===== src/rtl/ct_fifo_rr_sched_pkg.sv =====
// rtl/ct_fifo_rr_sched_pkg.sv - shared state encodings and payload constants for ct_fifo_rr_sched
package ct_fifo_rr_sched_pkg;

  typedef enum logic {
    ST_IDLE = 1'b0,
    ST_LOCK = 1'b1
  } sched_state_e;

  localparam int DEF_WIDTH = 6;
  // Burst "last" flag position within a payload of DEF_WIDTH bits
  localparam int LAST_BIT  = DEF_WIDTH - 1;

endpackage


===== src/rtl/ct_rr_prio_sel.sv =====
// rtl/ct_rr_prio_sel.sv - one-hot round-robin priority select starting at a one-hot pointer
// Ports: req_i request vector, ptr_i one-hot start position, grant_o one-hot grant (zero if no request)
module ct_rr_prio_sel #(
  parameter int N = 4
) (
  input  logic [N-1:0] req_i,
  input  logic [N-1:0] ptr_i,
  output logic [N-1:0] grant_o
);

  logic [2*N-1:0] dbl;
  logic [2*N-1:0] first;

  always_comb begin
    // Lower copy keeps only requests at or above the pointer; the upper copy
    // supplies the wrapped-around requests. The lowest set bit wins.
    dbl     = {req_i, req_i & ~(ptr_i - N'(1))};
    first   = dbl & ~(dbl - (2*N)'(1));
    grant_o = first[N-1:0] | first[2*N-1:N];
  end

endmodule


===== src/rtl/ct_fifo_rr_sched.sv =====
// rtl/ct_fifo_rr_sched.sv - round-robin pop scheduler draining several ct_fifo sources into one output stage
// Ports: src_empty/src_data/src_mask from the source FIFOs, src_pop_en pop strobes back to them,
//        out_vld/out_data/out_src/out_rdy registered downstream handshake, sched_flush drops the
//        output beat and any lock, sched_busy reports a held beat or lock.
module ct_fifo_rr_sched
  import ct_fifo_rr_sched_pkg::*;
#(
  parameter int SRC_NUM = 4,
  parameter int WIDTH   = DEF_WIDTH,
  parameter int SRC_W   = 2,
  parameter int LOCK_EN = 1
) (
  input  logic                     clk,
  input  logic                     rst,
  input  logic [SRC_NUM-1:0]       src_empty,
  input  logic [SRC_NUM*WIDTH-1:0] src_data,
  input  logic [SRC_NUM-1:0]       src_mask,
  output logic [SRC_NUM-1:0]       src_pop_en,
  output logic                     out_vld,
  output logic [WIDTH-1:0]         out_data,
  output logic [SRC_W-1:0]         out_src,
  input  logic                     out_rdy,
  input  logic                     sched_flush,
  output logic                     sched_busy
);

  localparam int LAST = WIDTH - 1;

  sched_state_e       state_q;
  logic [SRC_W-1:0]   lock_q;
  logic [SRC_NUM-1:0] rr_ptr_q;
  logic [SRC_NUM-1:0] rr_ptr_d;
  logic               out_vld_q;
  logic [WIDTH-1:0]   out_data_q;
  logic [SRC_W-1:0]   out_src_q;

  logic [SRC_NUM-1:0] lock_oh;
  logic [SRC_NUM-1:0] req;
  logic [SRC_NUM-1:0] grant;
  logic [SRC_W-1:0]   grant_idx;
  logic [WIDTH-1:0]   grant_data;
  logic               grant_last;
  logic               load;
  logic               ends_arb;

  always_comb begin
    lock_oh   = '0;
    grant_idx = '0;
    for (int i = 0; i < SRC_NUM; i++) begin
      lock_oh[i] = (lock_q == SRC_W'(i));
      if (grant[i]) grant_idx = SRC_W'(i);
    end
  end

  // While locked only the locked source may win, regardless of its mask bit
  assign req = (state_q == ST_LOCK) ? (~src_empty & lock_oh) : (~src_empty & src_mask);

  ct_rr_prio_sel #(.N(SRC_NUM)) u_sel (
    .req_i  (req),
    .ptr_i  (rr_ptr_q),
    .grant_o(grant)
  );

  assign grant_data = src_data[int'(grant_idx)*WIDTH +: WIDTH];
  assign grant_last = grant_data[LAST];
  assign load       = ~sched_flush & (~out_vld_q | out_rdy) & (|grant);
  assign ends_arb   = load & ((LOCK_EN == 0) | grant_last);
  assign rr_ptr_d   = ends_arb ? {grant[SRC_NUM-2:0], grant[SRC_NUM-1]} : rr_ptr_q;

  // Pop in the same cycle the entry is captured, so the FIFO head is consumed exactly once
  assign src_pop_en = rst ? '0 : (grant & {SRC_NUM{load}});

  always_ff @(posedge clk or posedge rst) begin
    if (rst) begin
      state_q    <= ST_IDLE;
      lock_q     <= '0;
      rr_ptr_q   <= SRC_NUM'(1);
      out_vld_q  <= 1'b0;
      out_data_q <= '0;
      out_src_q  <= '0;
    end else begin
      rr_ptr_q <= rr_ptr_d;
      if (sched_flush) begin
        out_vld_q <= 1'b0;
        state_q   <= ST_IDLE;
      end else begin
        if (load) begin
          out_data_q <= grant_data;
          out_src_q  <= grant_idx;
          out_vld_q  <= 1'b1;
        end else if (out_rdy) begin
          out_vld_q <= 1'b0;
        end
        case (state_q)
          ST_IDLE: if (load && (LOCK_EN != 0) && !grant_last) begin
            state_q <= ST_LOCK;
            lock_q  <= grant_idx;
          end
          ST_LOCK: if (load && grant_last) state_q <= ST_IDLE;
          default: state_q <= ST_IDLE;
        endcase
      end
    end
  end

  assign out_vld    = out_vld_q;
  assign out_data   = out_data_q;
  assign out_src    = out_src_q;
  assign sched_busy = out_vld_q | (state_q == ST_LOCK);

endmodule


===== config.mk =====
export PLATFORM = sky130hd
export DESIGN_NAME = ct_fifo_rr_sched
export DESIGN_NICKNAME = d
export VERILOG_FILES = /design/src/rtl/ct_fifo_rr_sched_pkg.sv /design/src/rtl/ct_rr_prio_sel.sv /design/src/rtl/ct_fifo_rr_sched.sv
export SDC_FILE = /design/constraint.sdc
export NUM_CORES = 1
export LEC_CHECK = 0
export BUFFER_PORTS_ARGS = -buffer_cell sky130_fd_sc_hd__buf_2
export CORE_UTILIZATION = 45
export DETAILED_ROUTE_END_ITERATION = 8
export GPL_TIMING_DRIVEN = 0
export PLACE_DENSITY = 0.85
export SKIP_LAST_GASP = 1
export SYNTH_ARGS = -nofsm -noshare
export SYNTH_HDL_FRONTEND = slang
export SYNTH_SLANG_ARGS = --single-unit

===== constraint.sdc =====
create_clock -name clk -period 3.3 [get_ports clk]
set_input_delay 0.33 -clock clk [delete_from_list [all_inputs] [get_ports clk]]
set_output_delay 0.33 -clock clk [all_outputs]
set_load 0.02 [all_outputs]

* Yosys cells after proc, flatten, opt, wreduce, memory -nomap -nowiden
Index checks and enable logic that the tools add are counted.
** Cells by class
- Add/sub/neg operators :: 2
- $mul :: 1
- Eq/ne operators :: 3
- Shifts and indexed selects :: 1
- Muxes and demuxes :: 12
- Bitwise operators :: 17
- Reduce and logical (&&, ||, !) cells :: 8
** Operators by type and width (count)
- $shiftx 24x6->6 :: 1
- $and 4x4->4 :: 4
- $and 8x8->8 :: 1
- $mux 4 :: 2
- $not 4->4 :: 2
- $not 8->8 :: 1
- $sub 8x1->8 const B :: 1
- $mux 1 :: 7
- $eq 2x2->1 const B :: 2
- $mul 2x2->4 const B :: 1
- $mux 2 :: 2
- $or 4x4->4 :: 1
- $reduce_or 4->1 :: 1
- $sub 4x1->4 const B :: 1
- $and 1x1->1 :: 3
- $not 1->1 :: 3
- $reduce_and 3->1 :: 1
- $reduce_bool 3->1 :: 1
- $eq 2x1->1 const B :: 1
- $logic_and 1x1->1 :: 2
- $logic_not 2->1 :: 1
- $or 1x1->1 :: 2
- $pmux 1 s2 :: 1
- $reduce_and 2->1 :: 1
- $logic_not 1->1 :: 1
** Word-level totals
- Register bits :: 16
- Output and inout port bits :: 14

* Logic depth before layout (Yosys ltp)
Gate-level depths: netlist of the first run.
- Depth after elaboration :: 18
- Depth in mapped cells :: 12

* Modules after synthesis
A second synthesis of the first run with hierarchy kept.
** Second synthesis, totals
- Cell total of the unflattened synthesis :: 120
- Area, all modules :: 1093.5 um^2
** Modules (own cells, without submodules)
- ct_fifo_rr_sched :: instances 1, cells each 97, area an instance 939.7 um^2, sequential area each 401.6 um^2
- ct_rr_prio_sel :: instances 1, cells each 23, area an instance 153.9 um^2, sequential area each 0.0 um^2

* Worst setup path before layout of the first run
Ideal clock, no wire load.
- Path kind :: reg-to-output
- Start point :: register rr_ptr_q[0]
- End point :: output src_pop_en[2]
- Arrival time :: 2.530 ns
- Required time :: 2.970 ns
- Setup slack :: 0.440 ns
- Stages on the path, launching flop included :: 10
- Buffers on the path :: 2
- Cells stage by stage :: dfstp_2 -> inv_1 -> ha_1 -> a22oi_1 -> a21oi_1 -> nor2b_1 -> o31ai_4 -> buf_6 -> buf_2 -> nor3b_1
** On the way
- Cells in the longest elaborated chain, start to end :: 11
** RTL lines
- start: declaration :: RTL line ct_fifo_rr_sched.sv:31 : logic [SRC_NUM-1:0] rr_ptr_q;
- start signal: assignment :: RTL line ct_fifo_rr_sched.sv:82 : rr_ptr_q <= rr_ptr_d;
- $sub 4x1->4 (*) :: RTL line ct_rr_prio_sel.sv:17 : dbl = {req_i, req_i & ~(ptr_i - N'(1))};
- $not 4->4 (*) :: RTL line ct_rr_prio_sel.sv:17
- $and 4x4->4 (*) :: RTL line ct_rr_prio_sel.sv:17
- $sub 8x1->8 :: RTL line ct_rr_prio_sel.sv:18 : first = dbl & ~(dbl - (2*N)'(1));
- $not 8->8 :: RTL line ct_rr_prio_sel.sv:18
- $and 8x8->8 (*) :: RTL line ct_rr_prio_sel.sv:18
- $or 4x4->4 (*) :: RTL line ct_rr_prio_sel.sv:19 : grant_o = first[N-1:0] | first[2*N-1:N];
- $reduce_or 4->1 :: RTL line ct_fifo_rr_sched.sv:66 : assign load = ~sched_flush & (~out_vld_q | out_rdy) & (|grant);
- $and 1x1->1 :: RTL line ct_fifo_rr_sched.sv:66
- $and 4x4->4 (*) :: RTL line ct_fifo_rr_sched.sv:71 : assign src_pop_en = rst ? '0 : (grant & {SRC_NUM{load}});
- $mux 4 (*) :: RTL line ct_fifo_rr_sched.sv:71
- end: declaration :: RTL line ct_fifo_rr_sched.sv:18 : output logic [SRC_NUM-1:0] src_pop_en,
Mark *: on every way between the ends. The rest lies on a longest branch, timed or not.

* Final worst setup path of the first run
- Start point :: register state_q
- End point :: output src_pop_en[3]
** On the way
- Cells in the longest elaborated chain, start to end :: 10
** RTL lines
- start: declaration :: RTL line ct_fifo_rr_sched.sv:29 : sched_state_e state_q;
- start signal: assignment :: RTL line ct_fifo_rr_sched.sv:75 : state_q <= ST_IDLE;
- start signal: assignment :: RTL line ct_fifo_rr_sched.sv:85 : state_q <= ST_IDLE;
- start signal: assignment :: RTL line ct_fifo_rr_sched.sv:96 : state_q <= ST_LOCK;
- $mux 4 (*) :: RTL line ct_fifo_rr_sched.sv:56 : assign req = (state_q == ST_LOCK) ? (~src_empty & lock_oh) : (~src_empty & src_mask);
- $and 4x4->4 :: RTL line ct_rr_prio_sel.sv:17
- $sub 8x1->8 :: RTL line ct_rr_prio_sel.sv:18
- $not 8->8 :: RTL line ct_rr_prio_sel.sv:18
- $and 8x8->8 (*) :: RTL line ct_rr_prio_sel.sv:18
- $or 4x4->4 (*) :: RTL line ct_rr_prio_sel.sv:19
- $reduce_or 4->1 :: RTL line ct_fifo_rr_sched.sv:66
- $and 1x1->1 :: RTL line ct_fifo_rr_sched.sv:66
- $and 4x4->4 (*) :: RTL line ct_fifo_rr_sched.sv:71
- $mux 4 (*) :: RTL line ct_fifo_rr_sched.sv:71
Marked as above.

==> reports/qor.yml, run 1 <==
end_kind: "primary output"
ys_warn_count: 0
highest_layer: "met4"
antennaDiodeCount: 0
layout-drive-gt1-share_pct: 46.5
final_common_cell: "buf_2"
ios: 50
cp.arrival_ns: 2.74
drtPass1Iterations: 4
clockRootBuffer: "clkbuf_4"
dieArea_um2: 2800
path_clk_slew_ns: 0.11
grt_overflow: 0
finalSetupViolCount: 0
setup_tns_ns: 0
port_buffers: 49
async_flop_share_pct: 100
swShare_pct: 45.3
met3WireLength_um: 127
hold_viol_final: 0
die_h_um: 52.9
synth_cells: 117
grt_max_degree: 19
wl_met2_um: 1470
finClkSkew_ns: 0.0121
antenna_found_initial: 0
wl_met1_um: 1160
status: "finished, final reports clean"
nets: 208
initial_core_util_pct: 47.6
synth_edf_count: 0
syn_area_per_cell_um2: 9.98
drc: 0
ys_types: 39
fillers: 217
rsz0062_at_grt: "no"
slew_headroom_pct: 56.1
worst-path-max-fanout: 19
dp_hpwl_um: 2230
cts_hold_buf: 0
pwr-share-clk_pct: 10.1
p_int_w: 0.000715
grt_pass1_vias: 1100
place_congestion: 0.774
clock_latency_ns: 0.29
slew_viol_final: 0
ys_seq_area_share_pct: 34.4
placed_cells_incl_taps: 196
cts.sinks: 16
power_frac_comb_pct: 63.1
worst_ep_required_time_ns: 2.97
h-tree-depth: 1
rows: 18
ys_ff_latch: 16
worstMarginPinSlew_ns: 0.657
seqPwrFrac_pct: 26.8
syn_nets: 154
ff2ff_setup_slack_ns: 0.49
switchingPower_w: 0.000591
die-width_um: 52.9
cts-buffers-inserted: 3
ir_worst_vdd_mv: 0.523
min_period_ns: 3.07
grt_pass1_wl_um: 4620
drt_first_iter_violations: 14
coreArea_um2: 2450
synth_ff_type: "dfrtp_1"
power_density_nw_per_um2: 869
max-clock-path-buffers: 2
r2r_start: "state_q$_DFF_PP0_"
routed_wl_um: 2780
synth_area_um2: 1170
fin_crit_sh_pct: 92.9
drv_cap: 0
tritoncts: "built"
worstRegToRegCells: 12
syn2layout_area_growth_pct: 28.8
mostFrequentLayoutCells: "buf_2, dfrtp_1, nand2b_1"
r2r_end: "lock_q[1]$_DFFE_PP0P_"
post_drt_wl_per_cell_um: 13.9
fmax_mhz: 326
critPathKind: "register to primary output"
critPathLaunchType: "register"
avgViaCountPerCell: 5.54
ant_nets: 0
p_leak_nw: 0.727
total_power_w: 0.00131
hp-class: "primary input to asynchronous set/reset pin"
grt_usage_pct: 22.2
final_cells: 200
vias: 1107
power by group through the flow:
stage          Sequential, W  Combinational, W  Clock, W
3_5_place_dp        0.000350          0.000813         0
6_report            0.000351          0.000824  0.000131
4_1_cts             0.000347          0.000815  0.000133
2_1_floorplan       0.000406          0.000552         0
5_1_grt             0.000363          0.000901  0.000141
3_3_place_gp        0.000345          0.000779         0
critical path, cell delays in order (launching register included):
cell,delay (ns)
dfrtp_1,0.39
buf_6,0.13
or3b_4,0.41
o41ai_4,0.06
buf_4,0.20
o21bai_1,0.08
a22oi_1,0.23
nor2b_1,0.09
buf_6,0.15
o31ai_4,0.26
buf_6,0.21
nor3_1,0.06
buf_2,0.17
logic make-up (layout without fill, tap and decap cells):
family                   after synthesis  after routing  synth area share (%)
adder cells (fa/ha/maj)                1              1                  1.07
multiplexers                          12             12                  11.5
AO/OA/AOI/OAI                         37             37                  26.0
XOR/XNOR                               2              2                  1.50
buffers and inverters                 10             63                  5.25
flip-flops                            16             16                  34.4
AND/OR/NAND/NOR                       39             39                  20.3
layer usage:
layer / global-route usage, % / vias to the layer above
met5: 0 / -
met4: 6.58 / 0
met3: 2.01 / 2
met2: 42.0 / 35
met1: 26.2 / 523
li1: - / 547
cell usage after synthesis (all sizes together) (3+ instances only):
master | count | area (µm²)
nand3b | 3 | 22.5
buf | 4 | 38.8
inv | 4 | 15.0
dfrtp | 15 | 375
nand2b | 11 | 68.8
mux2 | 11 | 124
nand2 | 9 | 33.8
a22oi | 3 | 22.5
nor2b | 4 | 32.5
o21ai | 7 | 35.0
a21oi | 6 | 37.5
nor3 | 4 | 20.0
o22ai | 10 | 62.6
flip-flops by register name (all words and copies together) (netlist names):
signal / cells
lock_q: 2
out_src: 2
out_data: 6
out_vld: 1
state_q: 1
rr_ptr_q: 4
metrics by stage:
stage	utilization, %	worst slack [ns]	hold slack [ns]	area [µm²]
finish	61.3	0.233	0.135	1500
global route	61.3	0.0594	0.199	1500
CTS	60.6	0.0535	0.150	1490
detailed placement	59.1	0.379	0.473	1450
global placement	59.1	0.421	0.452	1450
floorplan	-	0.440	0.253	1170
final cells by class:
cell class | instances | area (µm²) | area share [%]
Clock buffer | 4 | 36.3 | 2.41
Multi-Input combinational cell | 91 | 719 | 47.8
Inverter | 4 | 15.0 | 0.998
Timing Repair Buffer | 50 | 253 | 16.8
Sequential cell | 16 | 402 | 26.7
Tap cell | 30 | 37.5 | 2.50
Buffer | 5 | 41.3 | 2.75
worst max-delay path by stage:
| stage | startpoint | end | cells past startpoint |
|---|---|---|---|
| 2_1_floorplan | rr_ptr_q[0]$_DFFE_PP1P_ | src_pop_en[2] | 9 |
| 5_1_grt | state_q$_DFF_PP0_ | src_pop_en[3] | 12 |
| 3_5_place_dp | rr_ptr_q[0]$_DFFE_PP1P_ | src_pop_en[2] | 10 |
| 3_3_place_gp | rr_ptr_q[0]$_DFFE_PP1P_ | src_pop_en[2] | 10 |
| 6_report | state_q$_DFF_PP0_ | src_pop_en[3] | 12 |
| 4_1_cts | rr_ptr_q[0]$_DFFE_PP1P_ | src_pop_en[2] | 10 |
repair_timing:
| item | in CTS | in global routing |
|---|---|---|
| resized for setup | 0 | 3 |
| endpoints found under the setup margin | 0 | 2 |
| buffers inserted | 0 | 1 |
Power figures use the tool's default switching activity.
==> inputs of run 2 (changes only) <==
- GPL_TIMING_DRIVEN: 0 -> not set
- clock period: 3.3 -> 3.7 ns (I/O delays scaled with it)
==> reports/qor.yml, run 2 (same netlist as run 1, synthesis figures left out) <==
coreArea_um2: 2450  # unchanged
worstMarginPinSlew_ns: 0.718  # was 0.657 ns
end_kind: "register"  # was primary output
cp.arrival_ns: 3.28  # was 2.74 ns
slew_headroom_pct: 52.2  # was 56.1%
min_period_ns: 3.11
antenna_found_initial: 0  # unchanged
total_power_w: 0.00112  # was 0.00131 W
cts-resized-gates: 0  # unchanged
status: "finished, final reports clean"  # unchanged
critPathLaunchType: "register"  # unchanged
startpoint: "state_q$_DFF_PP0_"  # unchanged
place_congestion: 0.770  # was 0.774
slew_viol_final: 0  # unchanged
tritoncts: "built"  # unchanged
post_drt_wl_per_cell_um: 14.2  # was 13.9 µm
drt_first_iter_violations: 11  # was 14
grt_overflow: 0  # unchanged
clock_latency_ns: 0.29  # about the same
largest_register_ffs: 6  # unchanged
rows: 18  # unchanged
final_common_cell: "buf_2"  # unchanged
cts_hold_buf: 0  # unchanged
ios: 50  # unchanged
drv_cap: 0  # unchanged
antennaDiodeCount: 0  # unchanged
fin_crit_sh_pct: 84.0
critPathKind: "register to register"  # was register to primary output
worst_ep_required_time_ns: 3.87  # was 2.97 ns
h-tree-depth: 1  # unchanged
max-clock-path-buffers: 2  # unchanged
design_area_um2: 1460  # was 1500 µm²
p_leak_nw: 0.704  # was 0.727 nW
critPathSlowestCell: "o2111ai_2"  # was or3b_4
die_h_um: 52.9  # unchanged
path_delay_family: "compound AO/OA/AOI/OAI gates"  # was buffers and inverters
routed_wl_um: 2780  # about the same
postPlaceCellArea_um2: 1420  # was 1450 µm²
ant_nets: 0  # unchanged
drtPass1Iterations: 4  # unchanged
hp-class: "primary input to asynchronous set/reset pin"  # unchanged
post-place-ws_ns: 0.606  # was 0.379 ns
dp_hpwl_um: 2180  # was 2230 µm
clockRootBuffer: "clkbuf_4"  # unchanged
vias: 1082  # was 1107
setup_tns_ns: 0  # unchanged
grt_pass1_vias: 1054  # was 1100
layout-drive-gt1-share_pct: 44.6  # was 46.5%
path_clk_slew_ns: 0.10  # was 0.11 ns
finalSetupViolCount: 0  # unchanged
grt_usage_pct: 22.4  # was 22.2%
fin_ws_ns: 0.592  # was 0.233 ns
fmax_mhz: 322
hold_viol_final: 0  # unchanged
slowest_delay_ns: 0.61  # was 0.41 ns
crit_chain: "inv_2 -> o41ai_4 -> nor3_1 -> o2111ai_2 -> nor2b_4 -> o221ai_2 -> a21oi_2 -> mux2_1"  # was buf_6 -> or3b_4 -> o41ai_4 -> buf_4 -> o21bai_1 -> a22oi_1 -> nor2b_1 -> buf_6 -> o31ai_4 -> buf_6 -> nor3_1 -> buf_2
die-width_um: 52.9  # unchanged
finClkSkew_ns: 0.00966  # was 0.0121 ns
post-cts-setup-buffer-count: 0  # unchanged
power_density_nw_per_um2: 769  # was 869 nW/µm²
ir_worst_vdd_mv: 0.513  # was 0.523 mV
fillers: 217  # unchanged
drc: 0  # unchanged
mostFrequentLayoutCells: "buf_2, dfrtp_1, nand2b_1"  # unchanged
rsz0062_at_grt: "no"  # unchanged
port_buffers: 49  # unchanged
cts.sinks: 16  # unchanged
avgViaCountPerCell: 5.52  # was 5.54
grt_max_degree: 19  # unchanged
initial_core_util_pct: 47.6  # unchanged
dieArea_um2: 2800  # unchanged
nets: 204  # was 208
r2r_start: "state_q$_DFF_PP0_"  # unchanged
worst-path-max-fanout: 15  # was 19
cts-buffers-inserted: 3  # unchanged
grt_pass1_wl_um: 4640  # was 4620 µm
syn2layout_area_growth_pct: 24.7  # was 28.8%
crit_buf_inv: 1  # was 5
run 2: cell types whose count changed in the layout (fill, tap and decap cells not counted), sizes merged:
cell and delta:
clkbuf -2, buf -2
run 2: power by group:
part / total (W) / switching [W] / internal (W)
logic: 0.000684 / 0.000388 / 0.000295
clock network: 0.000118 / 0.0000582 / 0.0000599
registers: 0.000317 / 0.0000623 / 0.000255
total: 0.00112 / 0.000509 / 0.000610
run 2: worst paths after layout:
kind | end | slack [ns] | cells after the start
max | rr_ptr_q[2]$_DFFE_PP0P_ | 0.59 | 8
min | out_src[0]$_DFFE_PP0P_ | 0.18 | 2
max reg2reg | rr_ptr_q[2]$_DFFE_PP0P_ | 0.59 | 8
min reg2reg | out_src[0]$_DFFE_PP0P_ | 0.49 | 2
max in group asynchronous | rr_ptr_q[3]$_DFFE_PP0P_ | 3.09 | 2
min in group clk | out_vld$_DFFE_PP0P_ | 0.24 | 2
run 2: layout make-up:
cell class / count / area (µm²) / share of cell area [%]
Sequential cell: 16 / 402 / 27.6
Timing Repair Buffer: 51 / 260 / 17.9
Tap cell: 30 / 37.5 / 2.58
Clock buffer: 4 / 36.3 / 2.49
Multi-Input combinational cell: 91 / 704 / 48.4
Inverter: 4 / 15.0 / 1.03
run 2: metal layers:
layer | GRT usage, % | part of all wire [%] | vias up
li1 | - | - | 539
met1 | 28.8 | 45 | 498
met2 | 38.2 | 49 | 39
met3 | 2.01 | 3.5 | 6
met4 | 8.77 | 1.6 | 0
met5 | 0 | 0 | -
run 2: through the flow:
| stage | hold WS [ns] | std cells | util (%) |
|---|---|---|---|
| global route | 0.241 | 196 | 59.3 |
| floorplan | 0.293 | 117 | - |
| global placement | 0.469 | 192 | 57.8 |
| detailed placement | 0.470 | 192 | 57.8 |
| finish | 0.178 | 196 | 59.3 |
| CTS | 0.201 | 196 | 59.3 |
